[src/rtl/serial_frame_ctrl_if.sv]
// ============================================================================
// serial_frame_ctrl_if
// Byte handshake and serial status bundle for serial_frame_ctrl.
// Rev 1.0 - initial release
// ============================================================================
`default_nettype none

interface serial_frame_ctrl_if;
  logic [7:0] tx_data;
  logic       tx_valid;
  logic       tx_ready;
  logic       tx_line;
  logic       busy;
  logic [3:0] bit_sel;
  logic       bit_tick;
  logic       frame_done;

  modport master (
    output tx_data, tx_valid,
    input  tx_ready, tx_line, busy, bit_sel, bit_tick, frame_done
  );

  modport slave (
    input  tx_data, tx_valid,
    output tx_ready, tx_line, busy, bit_sel, bit_tick, frame_done
  );
endinterface

`default_nettype wire

[src/rtl/serial_frame_ctrl.sv]
// ============================================================================
// serial_frame_ctrl
// Byte-to-serial frame sequencer (start, 8 data LSB first, stop) with bit timer.
// Optional even-parity slot enabled by macro SERIAL_FRAME_PARITY_EN.
// Rev 1.0 - initial release
// ============================================================================
`default_nettype none

module serial_frame_ctrl #(
  parameter int CLK_DIV = 12500000,
  parameter int DIV_W   = 24
) (
  input  wire                     clk_in,
  input  wire                     reset,
  serial_frame_ctrl_if.slave      bus
);

  localparam logic [2:0] c_IDLE  = 3'd0;
  localparam logic [2:0] c_START = 3'd1;
  localparam logic [2:0] c_DATA  = 3'd2;
  localparam logic [2:0] c_STOP  = 3'd4;
`ifdef SERIAL_FRAME_PARITY_EN
  localparam logic [2:0] c_PARITY   = 3'd3;
  localparam logic [3:0] c_STOP_SEL = 4'd10;
`else
  localparam logic [3:0] c_STOP_SEL = 4'd9;
`endif
  localparam logic [3:0]       c_IDLE_SEL = 4'd15;
  localparam logic [DIV_W-1:0] c_DIV_LAST = DIV_W'(CLK_DIV - 1);

  logic [2:0]       state_q,      state_d;
  logic [DIV_W-1:0] div_cnt_q,    div_cnt_d;
  logic [3:0]       bit_sel_q,    bit_sel_d;
  logic [7:0]       shadow_q,     shadow_d;
  logic             tx_line_q,    tx_line_d;
  logic             busy_q,       busy_d;
  logic             bit_tick_q,   bit_tick_d;
  logic             frame_done_q, frame_done_d;

  logic             w_tick;
  logic [2:0]       w_data_idx;

  assign w_tick     = (state_q != c_IDLE) && (div_cnt_q == c_DIV_LAST);
  assign w_data_idx = 3'(bit_sel_d - 4'd1);

  // State and output registers
  always_ff @(posedge clk_in) begin
    if (!reset) begin
      state_q      <= c_IDLE;
      div_cnt_q    <= '0;
      bit_sel_q    <= c_IDLE_SEL;
      shadow_q     <= 8'h00;
      tx_line_q    <= 1'b1;
      busy_q       <= 1'b0;
      bit_tick_q   <= 1'b0;
      frame_done_q <= 1'b0;
    end else begin
      state_q      <= state_d;
      div_cnt_q    <= div_cnt_d;
      bit_sel_q    <= bit_sel_d;
      shadow_q     <= shadow_d;
      tx_line_q    <= tx_line_d;
      busy_q       <= busy_d;
      bit_tick_q   <= bit_tick_d;
      frame_done_q <= frame_done_d;
    end
  end

  // Next-state: slot sequencing and bit timer
  always_comb begin
    state_d   = state_q;
    div_cnt_d = div_cnt_q;
    bit_sel_d = bit_sel_q;
    shadow_d  = shadow_q;
    if (state_q == c_IDLE) begin
      div_cnt_d = '0;
      if (bus.tx_valid) begin
        shadow_d  = bus.tx_data;
        state_d   = c_START;
        bit_sel_d = 4'd0;
      end
    end else begin
      div_cnt_d = w_tick ? '0 : div_cnt_q + 1'b1;
      if (w_tick) begin
        case (state_q)
          c_START: begin
            state_d   = c_DATA;
            bit_sel_d = 4'd1;
          end
          c_DATA: begin
            if (bit_sel_q == 4'd8) begin
`ifdef SERIAL_FRAME_PARITY_EN
              state_d   = c_PARITY;
              bit_sel_d = 4'd9;
`else
              state_d   = c_STOP;
              bit_sel_d = c_STOP_SEL;
`endif
            end else begin
              bit_sel_d = bit_sel_q + 4'd1;
            end
          end
`ifdef SERIAL_FRAME_PARITY_EN
          c_PARITY: begin
            state_d   = c_STOP;
            bit_sel_d = c_STOP_SEL;
          end
`endif
          default: begin
            state_d   = c_IDLE;
            bit_sel_d = c_IDLE_SEL;
          end
        endcase
      end
    end
  end

  // Outputs are computed from the next state so they register in step with it
  always_comb begin
    tx_line_d    = 1'b1;
    case (state_d)
      c_START:  tx_line_d = 1'b0;
      c_DATA:   tx_line_d = shadow_d[w_data_idx];
`ifdef SERIAL_FRAME_PARITY_EN
      c_PARITY: tx_line_d = ^shadow_d;
`endif
      default:  tx_line_d = 1'b1;
    endcase
    busy_d       = (state_d != c_IDLE);
    bit_tick_d   = (state_d != c_IDLE) && (div_cnt_d == c_DIV_LAST);
    frame_done_d = (state_q == c_STOP) && (state_d == c_IDLE);
  end

  assign bus.tx_ready   = (state_q == c_IDLE);
  assign bus.tx_line    = tx_line_q;
  assign bus.busy       = busy_q;
  assign bus.bit_sel    = bit_sel_q;
  assign bus.bit_tick   = bit_tick_q;
  assign bus.frame_done = frame_done_q;

endmodule

`default_nettype wire

[src/flat_wrapper.sv]
// flat-port wrapper written by rule: the top's interface ports become plain ports
module serial_frame_ctrl_flat 
#(
  parameter int CLK_DIV = 12500000,
  parameter int DIV_W   = 24
)
  (clk_in, reset, bus_tx_data, bus_tx_valid, bus_tx_ready, bus_tx_line, bus_busy, bus_bit_sel, bus_bit_tick, bus_frame_done);
  serial_frame_ctrl_if bus_i ();
  input  wire clk_in;
  input  wire reset;
  input wire logic [$bits(bus_i.tx_data)-1:0] bus_tx_data;
  input wire logic [$bits(bus_i.tx_valid)-1:0] bus_tx_valid;
  output wire logic [$bits(bus_i.tx_ready)-1:0] bus_tx_ready;
  output wire logic [$bits(bus_i.tx_line)-1:0] bus_tx_line;
  output wire logic [$bits(bus_i.busy)-1:0] bus_busy;
  output wire logic [$bits(bus_i.bit_sel)-1:0] bus_bit_sel;
  output wire logic [$bits(bus_i.bit_tick)-1:0] bus_bit_tick;
  output wire logic [$bits(bus_i.frame_done)-1:0] bus_frame_done;
  assign bus_i.tx_data = bus_tx_data;
  assign bus_i.tx_valid = bus_tx_valid;
  assign bus_tx_ready = bus_i.tx_ready;
  assign bus_tx_line = bus_i.tx_line;
  assign bus_busy = bus_i.busy;
  assign bus_bit_sel = bus_i.bit_sel;
  assign bus_bit_tick = bus_i.bit_tick;
  assign bus_frame_done = bus_i.frame_done;
  serial_frame_ctrl #(.CLK_DIV(CLK_DIV), .DIV_W(DIV_W)) u_core (.clk_in(clk_in), .reset(reset), .bus(bus_i));
endmodule
[config.mk]
export PLATFORM = sky130hd
export DESIGN_NAME = serial_frame_ctrl_flat
export DESIGN_NICKNAME = d
export VERILOG_FILES = /design/src/rtl/serial_frame_ctrl_if.sv /design/src/rtl/serial_frame_ctrl.sv /design/src/flat_wrapper.sv
export SDC_FILE = /design/constraint.sdc
export NUM_CORES = 1
export LEC_CHECK = 0
export ABC_AREA = 1
export CAP_MARGIN = 20
export CELL_PAD_IN_SITES_DETAIL_PLACEMENT = 1
export CELL_PAD_IN_SITES_GLOBAL_PLACEMENT = 2
export CORE_UTILIZATION = 25
export DETAILED_ROUTE_END_ITERATION = 16
export DONT_BUFFER_PORTS = 1
export PLACE_DENSITY_LB_ADDON = 0.1
export SYNTH_ARGS = -nofsm -noshare
export SYNTH_HDL_FRONTEND = slang
export SYNTH_SLANG_ARGS = --single-unit
[constraint.sdc]
create_clock -name clk_in -period 2.4 [get_ports clk_in]
set_input_delay 0.48 -clock clk_in [delete_from_list [all_inputs] [get_ports clk_in]]
set_output_delay 0.48 -clock clk_in [all_outputs]
set_load 0.01 [all_outputs]
==> flow_summary.yaml, run 1 <==
worst_setup_path:
  startpoint_type: "flip-flop"
  setup.worst_path.end_class: "flip-flop"
  critical_path_required_ns: 2.65
  r2r.worst_path.cells: 14
  cp_max_fo: 7
  path_class: "flip-flop to flip-flop"
  crit_arrival_ns: 2.44
cells_and_area:
  drive_gt1_share_pct: 20.9
  nets: 407
  area_delta_synth_final_pct: 13.9
  fill_cells: 1274
  diodes: 0
  multi_input_area_um2: 1580
  seqCellArea_um2: 868
global_routing:
  grt_pass1_wl_um: 13400
  grt_start_max_net_pins: 26
  antenna_found_initial: 0
  grt.total_usage_pct: 15.6
  grt_pass1_vias: 2565
  overflow: 0
timing:
  worst_pin_slew_ns: 0.374
  maxSlewViolCount: 0
  fin_skew_ns: 0.00548
  hold_viol_final: 0
  period_share_pct: 91.3
  fin_tns_setup_ns: 0
  max_freq_ghz: 0.457
  maxSlewHeadroom_pct: 74.9
  min_period_ns: 2.19
  rsz0062_at_grt: "false"
  setup_viol: 0
yosys:
  synth_fp_nets: 393
  synthCells: 378
  syn_avg_cell_area_um2: 6.90
  synth_area_leaders: "dfxtp_1 33%, nand2_1 10%, nor2_1 9.9%"
  synth_top_family_by_area: "simple AND/OR/NAND/NOR gates"
  yosysWarnings: 0
  synth_fa_ha_area_share_pct: 1.92
  synth_top_area_cell: "dfxtp_1"
  synth-simple-area-share_pct: 46.4
  synth_ff_type: "dfxtp_1"
  synth_edf_count: 0
  syn_area_um2: 2610
  synth-xor-area-share_pct: 4.03
  synth_common_cells: "73 x nand2_1, 69 x nor2_1, 43 x dfxtp_1, 38 x inv_1, 27 x nand3_1"
  synth-async-reset-ratio_pct: 0
  synth-compound-area-share_pct: 4.94
  synth.distinct_cells: 38
  synth.most_common_cell: "nand2_1"
  ys_seq_area_share_pct: 33.0
  synth_top_area_share_pct: 33.0
  ys_ff_latch: 43
  synth_mux_area_share_pct: 1.92
routing:
  wl_per_cell_um: 15.1
  drt_iter0_markers: 39
  dr.pass1.iters: 4
  ant_nets: 0
  wl_um: 7950
  post-route-drc-count: 0
  vias_per_cell: 4.54
  vias: 2388
clocking:
  cts_setup_buffers: 0
  cts_tree: "done"
  clk_latency_ns: 0.30
  clkTransAtPathRegs_ns: 0.09
  root_buffer: "clkbuf_8"
  numCtsBuffers: 5
  ctsHoldBuffers: 0
  clockBufferDepth: 2
  cts-resized-gates: 0
  h-tree-depth: 2
  cts.sink_count: 43
floorplanning:
  fp.dieH_um: 104
  initial_utilization_pct: 26.2
  die-width_um: 104
  num_rows: 36
  die_area_um2: 10900
  io_pins: 20
  core_area_um2: 9950
placed_design:
  io_buffers: 0
  place_hpwl_um: 6330
  place_congestion: 0.766
power:
  finalPower_mw: 1.42
  p_per_area_nw_per_um2: 476
  peakVddDrop_mv: 0.202
  p_leak_nw: 1.19
flow_run:
  cap_violations: 0
worst_hold_path:
  hp-class: "input pin to flip-flop"
  worstHoldPathCells: 1
run_status:
  status: "finished, final reports clean"
==> cell families (layout without fill, tap and decap cells) <==
group / count (synthesis) / count (layout)
AND/OR/NAND/NOR: 239 / 239
buffers and inverters: 53 / 68
flip-flops: 43 / 43
AO/OA/AOI/OAI: 22 / 22
XOR/XNOR: 12 / 12
multiplexers: 5 / 5
adder cells (fa/ha/maj): 4 / 4
==> per-stage QoR <==
step	util [%]	worst slack (ns)	hold slack [ns]	instances	cell area, um^2
final	29.9	0.209	0.247	526	2970
after global routing	29.9	0.0183	0.234	526	2970
after CTS	29.4	0.0986	0.240	526	2930
after detailed placement	28.6	0.135	0.498	518	2840
after global placement	28.6	0.197	0.484	518	2840
after floorplan	-	0.177	0.453	378	2610
==> where the power goes <==
part | switching [mW] | total [mW] | internal (mW)
registers | 0.0175 | 0.753 | 0.735
clock network | 0.272 | 0.477 | 0.204
logic | 0.121 | 0.186 | 0.0651
==> cell type report <==
type | instances | area share, %
sequential | 43 | 29.2
tap | 133 | 5.60
inverter | 48 | 6.15
clock inverter | 2 | 0.421
multi-input combinational | 282 | 53.1
clock buffer | 6 | 2.44
timing repair buffer | 12 | 3.03
==> cell usage in the layout, fill, tap and decap left out, types with 4 or more instances in the layout <==
master / count
nand2_2: 14
nor4_1: 4
a21oi_1: 4
buf_4: 12
o21ai_0: 9
mux2i_1: 5
nor3_1: 9
clkbuf_8: 5
nand3_2: 4
xor2_1: 10
nand3_1: 27
nand4_1: 12
nand2_1: 71
nor2_4: 6
inv_2: 6
nor2_2: 8
inv_1: 38
dfxtp_2: 6
nor2_1: 67
dfxtp_1: 37
==> final timing paths <==
check	startpoint	to	slack, ns
min reg2reg	u_core.shadow_q[1]	u_core.shadow_q[1]	0.51
min	reset	u_core.bus.bit_sel[0]	0.25
max reg2reg	u_core.div_cnt_q[1]	u_core.bus.tx_line	0.21
max	u_core.div_cnt_q[1]	u_core.bus.tx_line	0.21
==> flip-flops by register name, summed over array words and instances, names as in the netlist <==
| register | cells |
|---|---|
| u_core.bus.tx_line | 1 |
| u_core.bus.bit_sel | 4 |
| u_core.bus.bit_tick | 1 |
| u_core.shadow_q | 8 |
| u_core.bus.busy | 1 |
| u_core.bus.frame_done | 1 |
| u_core.div_cnt_q | 24 |
| u_core.state_q | 3 |
==> metal layers <==
| metal | vias up | track usage, % | share of wire, % |
|---|---|---|---|
| met1 | 1120 | 20.1 | 49 |
| met2 | 19 | 27.4 | 48 |
| met4 | 0 | 3.37 | 0.68 |
| li1 | 1243 | - | - |
| met3 | 6 | 2.51 | 1.8 |
| met5 | - | 0 | 0 |
==> worst max-delay path: stages, from the launching register on <==
cell and delay [ns]:
dfxtp_1 0.35, ha_2 0.21, nand3_4 0.14, clkinv_2 0.13, nand2_2 0.07, nor2_4 0.14
nand3_2 0.09, nand2_2 0.13, nand3_4 0.12, ha_1 0.34, a21oi_1 0.13, o21ai_1 0.08
nand3_1 0.07, nand3_1 0.07, nand2_1 0.07
(Power assumes the default switching activity.)
==> inputs of run 2 (changes only) <==
CTS_CLUSTER_SIZE = 30   (was not set)
GPL_ROUTABILITY_DRIVEN = 0   (was not set)
clock period = 2.3 ns   (was 2.4 ns; I/O delays follow)
==> run 2 against run 1 <==
Clock power grew 24%. Combinational power grew 15%. Largest power group unchanged. Sequential share of layout area shrank 1.0 points. Global-route usage grew 0.57 points. Final cell count grew 1.5%. Highest routed layer unchanged. Register-to-register slack lost 0.03 ns. Die area is the same. Non-clock buffer count grew 9. Sequential power grew 3.7%. Critical path depth is the same. Clock skew grew 0.0055 ns.
==> flow_summary.yaml, run 2 (synthesis gave the netlist of run 1 again) <==
run_status:
  status: "finished, final reports clean"
routing:
  post-route-drc-count: 0
  vias: 2434
  vias_per_cell: 4.56
  dr.pass1.iters: 4
  wl_per_cell_um: 15.5
  wl_um: 8260
  ant_nets: 0
  drt_iter0_markers: 40
cells_and_area:
  fill_cells: 1256
  diodes: 0
  drive_gt1_share_pct: 23.9
  fin_util_pct: 31.0
  largest_register_ffs: 24
  layout_commonest_cell: "nand2_1"
  stdcell_count: 534
  top_register: "u_core.div_cnt_q"
  nets: 416
  layout_common_cells: "71 x nand2_1, 65 x nor2_1, 38 x inv_1"
  area_delta_synth_final_pct: 18.4
timing:
  period_share_pct: 92.4
  worst_pin_slew_ns: 0.450
  maxSlewHeadroom_pct: 69.7
  max_freq_ghz: 0.471
  fin_hold_ws_ns: 0.235
  maxSlewViolCount: 0
  fin_skew_ns: 0.0109
  hold_viol_final: 0
  min_period_ns: 2.12
  fin_tns_setup_ns: 0
  setup_viol: 0
power:
  finalPower_mw: 1.59
  p_leak_nw: 1.23
  peakVddDrop_mv: 0.205
  p_per_area_nw_per_um2: 514
clocking:
  root_buffer: "clkbuf_8"
  cts.sink_count: 43
  h-tree-depth: 2
  clockBufferDepth: 2
  clk_latency_ns: 0.30
  numCtsBuffers: 5
  cts_tree: "done"
  cts_setup_buffers: 0
  clkTransAtPathRegs_ns: 0.09
floorplanning:
  core_area_um2: 9950
  io_pins: 20
  die-width_um: 104
  die_area_um2: 10900
  num_rows: 36
  initial_utilization_pct: 26.2
  fp.dieH_um: 104
placed_design:
  dp.cells: 527
  place_hpwl_um: 6680
  io_buffers: 0
worst_setup_path:
  startpoint_type: "flip-flop"
  crit_start: "u_core.div_cnt_q[1]"
  path_cells: "ha_2 -> nand3_4 -> inv_4 -> nand2_2 -> nor2_4 -> nand3_2 -> nand2_4 -> nand3_4 -> ha_4 -> a21oi_1 -> o21ai_1 -> nand3_1 -> nand3_1 -> nand2_1"
  crit_arrival_ns: 2.32
  crit_buf_inv: 1
  worst-path-stages: 14
  setup.worst_path.end: "u_core.bus.tx_line"
  cp_max_fo: 7
  rr_startpoint: "u_core.div_cnt_q[1]"
  r2r-end: "u_core.bus.tx_line"
  cp_top_family: "simple AND/OR/NAND/NOR gates"
  r2r.worst_path.cells: 14
  path_class: "flip-flop to flip-flop"
  critical_path_required_ns: 2.49
  cp_slowest_cell: "dfxtp_1"
  setup.worst_path.end_class: "flip-flop"
  cpPeakStageDelay_ns: 0.36
  r2r_slack_ns: 0.18
global_routing:
  antenna_found_initial: 0
  overflow: 0
  grt_start_max_net_pins: 26
  grt_pass1_vias: 2652
  grt_pass1_wl_um: 13800
  grt.total_usage_pct: 16.2
worst_hold_path:
  hp-class: "input pin to flip-flop"
flow_run:
  cap_violations: 0
==> run 2: changes by cell type in the layout (fill, tap and decap cells not counted), moves of 2 or more <==
cell,before,now
dfxtp_1,37,35
nor2_1,67,65
nor2_4,6,8
nor4_2,1,3
clkinv_2,3,1
buf_4,12,21
dfxtp_2,6,8
==> run 2: worst min path at each step <==
| stage | endpoint | startpoint | slack (ns) | depth (start not counted) |
|---|---|---|---|---|
| 2_1_floorplan | u_core.div_cnt_q[0] | u_core.div_cnt_q[0] | 0.45 | 1 |
| 3_3_place_gp | u_core.shadow_q[1] | u_core.shadow_q[1] | 0.49 | 2 |
| 3_5_place_dp | u_core.shadow_q[1] | u_core.shadow_q[1] | 0.49 | 2 |
| 4_1_cts | u_core.bus.bit_sel[1] | reset | 0.22 | 1 |
| 5_1_grt | u_core.bus.bit_sel[2] | reset | 0.22 | 1 |
| 6_report | u_core.bus.bit_sel[1] | reset | 0.24 | 1 |
==> run 2: worst register-to-register path: stages, from the launching register on <==
cell	delay (ns)
dfxtp_1	0.36
ha_2	0.21
nand3_4	0.13
inv_4	0.12
nand2_2	0.07
nor2_4	0.13
nand3_2	0.10
nand2_4	0.11
nand3_4	0.12
ha_4	0.31
a21oi_1	0.04
o21ai_1	0.10
nand3_1	0.09
nand3_1	0.09
nand2_1	0.05
==> run 2: through the flow <==
stage               worst slack (ns)  instance area (um^2)
floorplan                     0.0775                  2610
global placement               0.122                  2910
detailed placement          -0.00967                  2910
CTS                          0.00614                  3020
global route                 -0.0204                  3090
finish                         0.175                  3090
==> run 2: cell type report <==
class	count	area, um^2	share of cell area, %
well taps	133	166	5.38
inverters	48	184	5.95
flip-flops and latches	43	871	28.2
clock buffers	6	72.6	2.35
multi-input cells	282	1610	52.1
clock inverters	1	30.0	0.972
repair buffers	21	158	5.10
==> run 2: where the power goes <==
group / total (mW) / leakage [nW] / switching [mW] / internal [mW]
Combinational: 0.214 / 0.822 / 0.135 / 0.0791
Clock: 0.592 / 0.0513 / 0.273 / 0.319
Sequential: 0.781 / 0.354 / 0.0138 / 0.767
==> run 2: repair_timing <==
action	CTS	global route
setup endpoints to repair	1	2
resized for setup	1	22
pin swaps	0	2
hold buffers	0	0
==> run 2: layer usage <==
| layer | GRT usage, % | vias up | wire length, um |
|---|---|---|---|
| li1 | - | 1260 | - |
| met1 | 21.0 | 1155 | 3990 |
| met2 | 28.5 | 15 | 4100 |
| met3 | 2.44 | 4 | 125 |
| met4 | 3.06 | 0 | 51 |
| met5 | 0 | - | 0 |
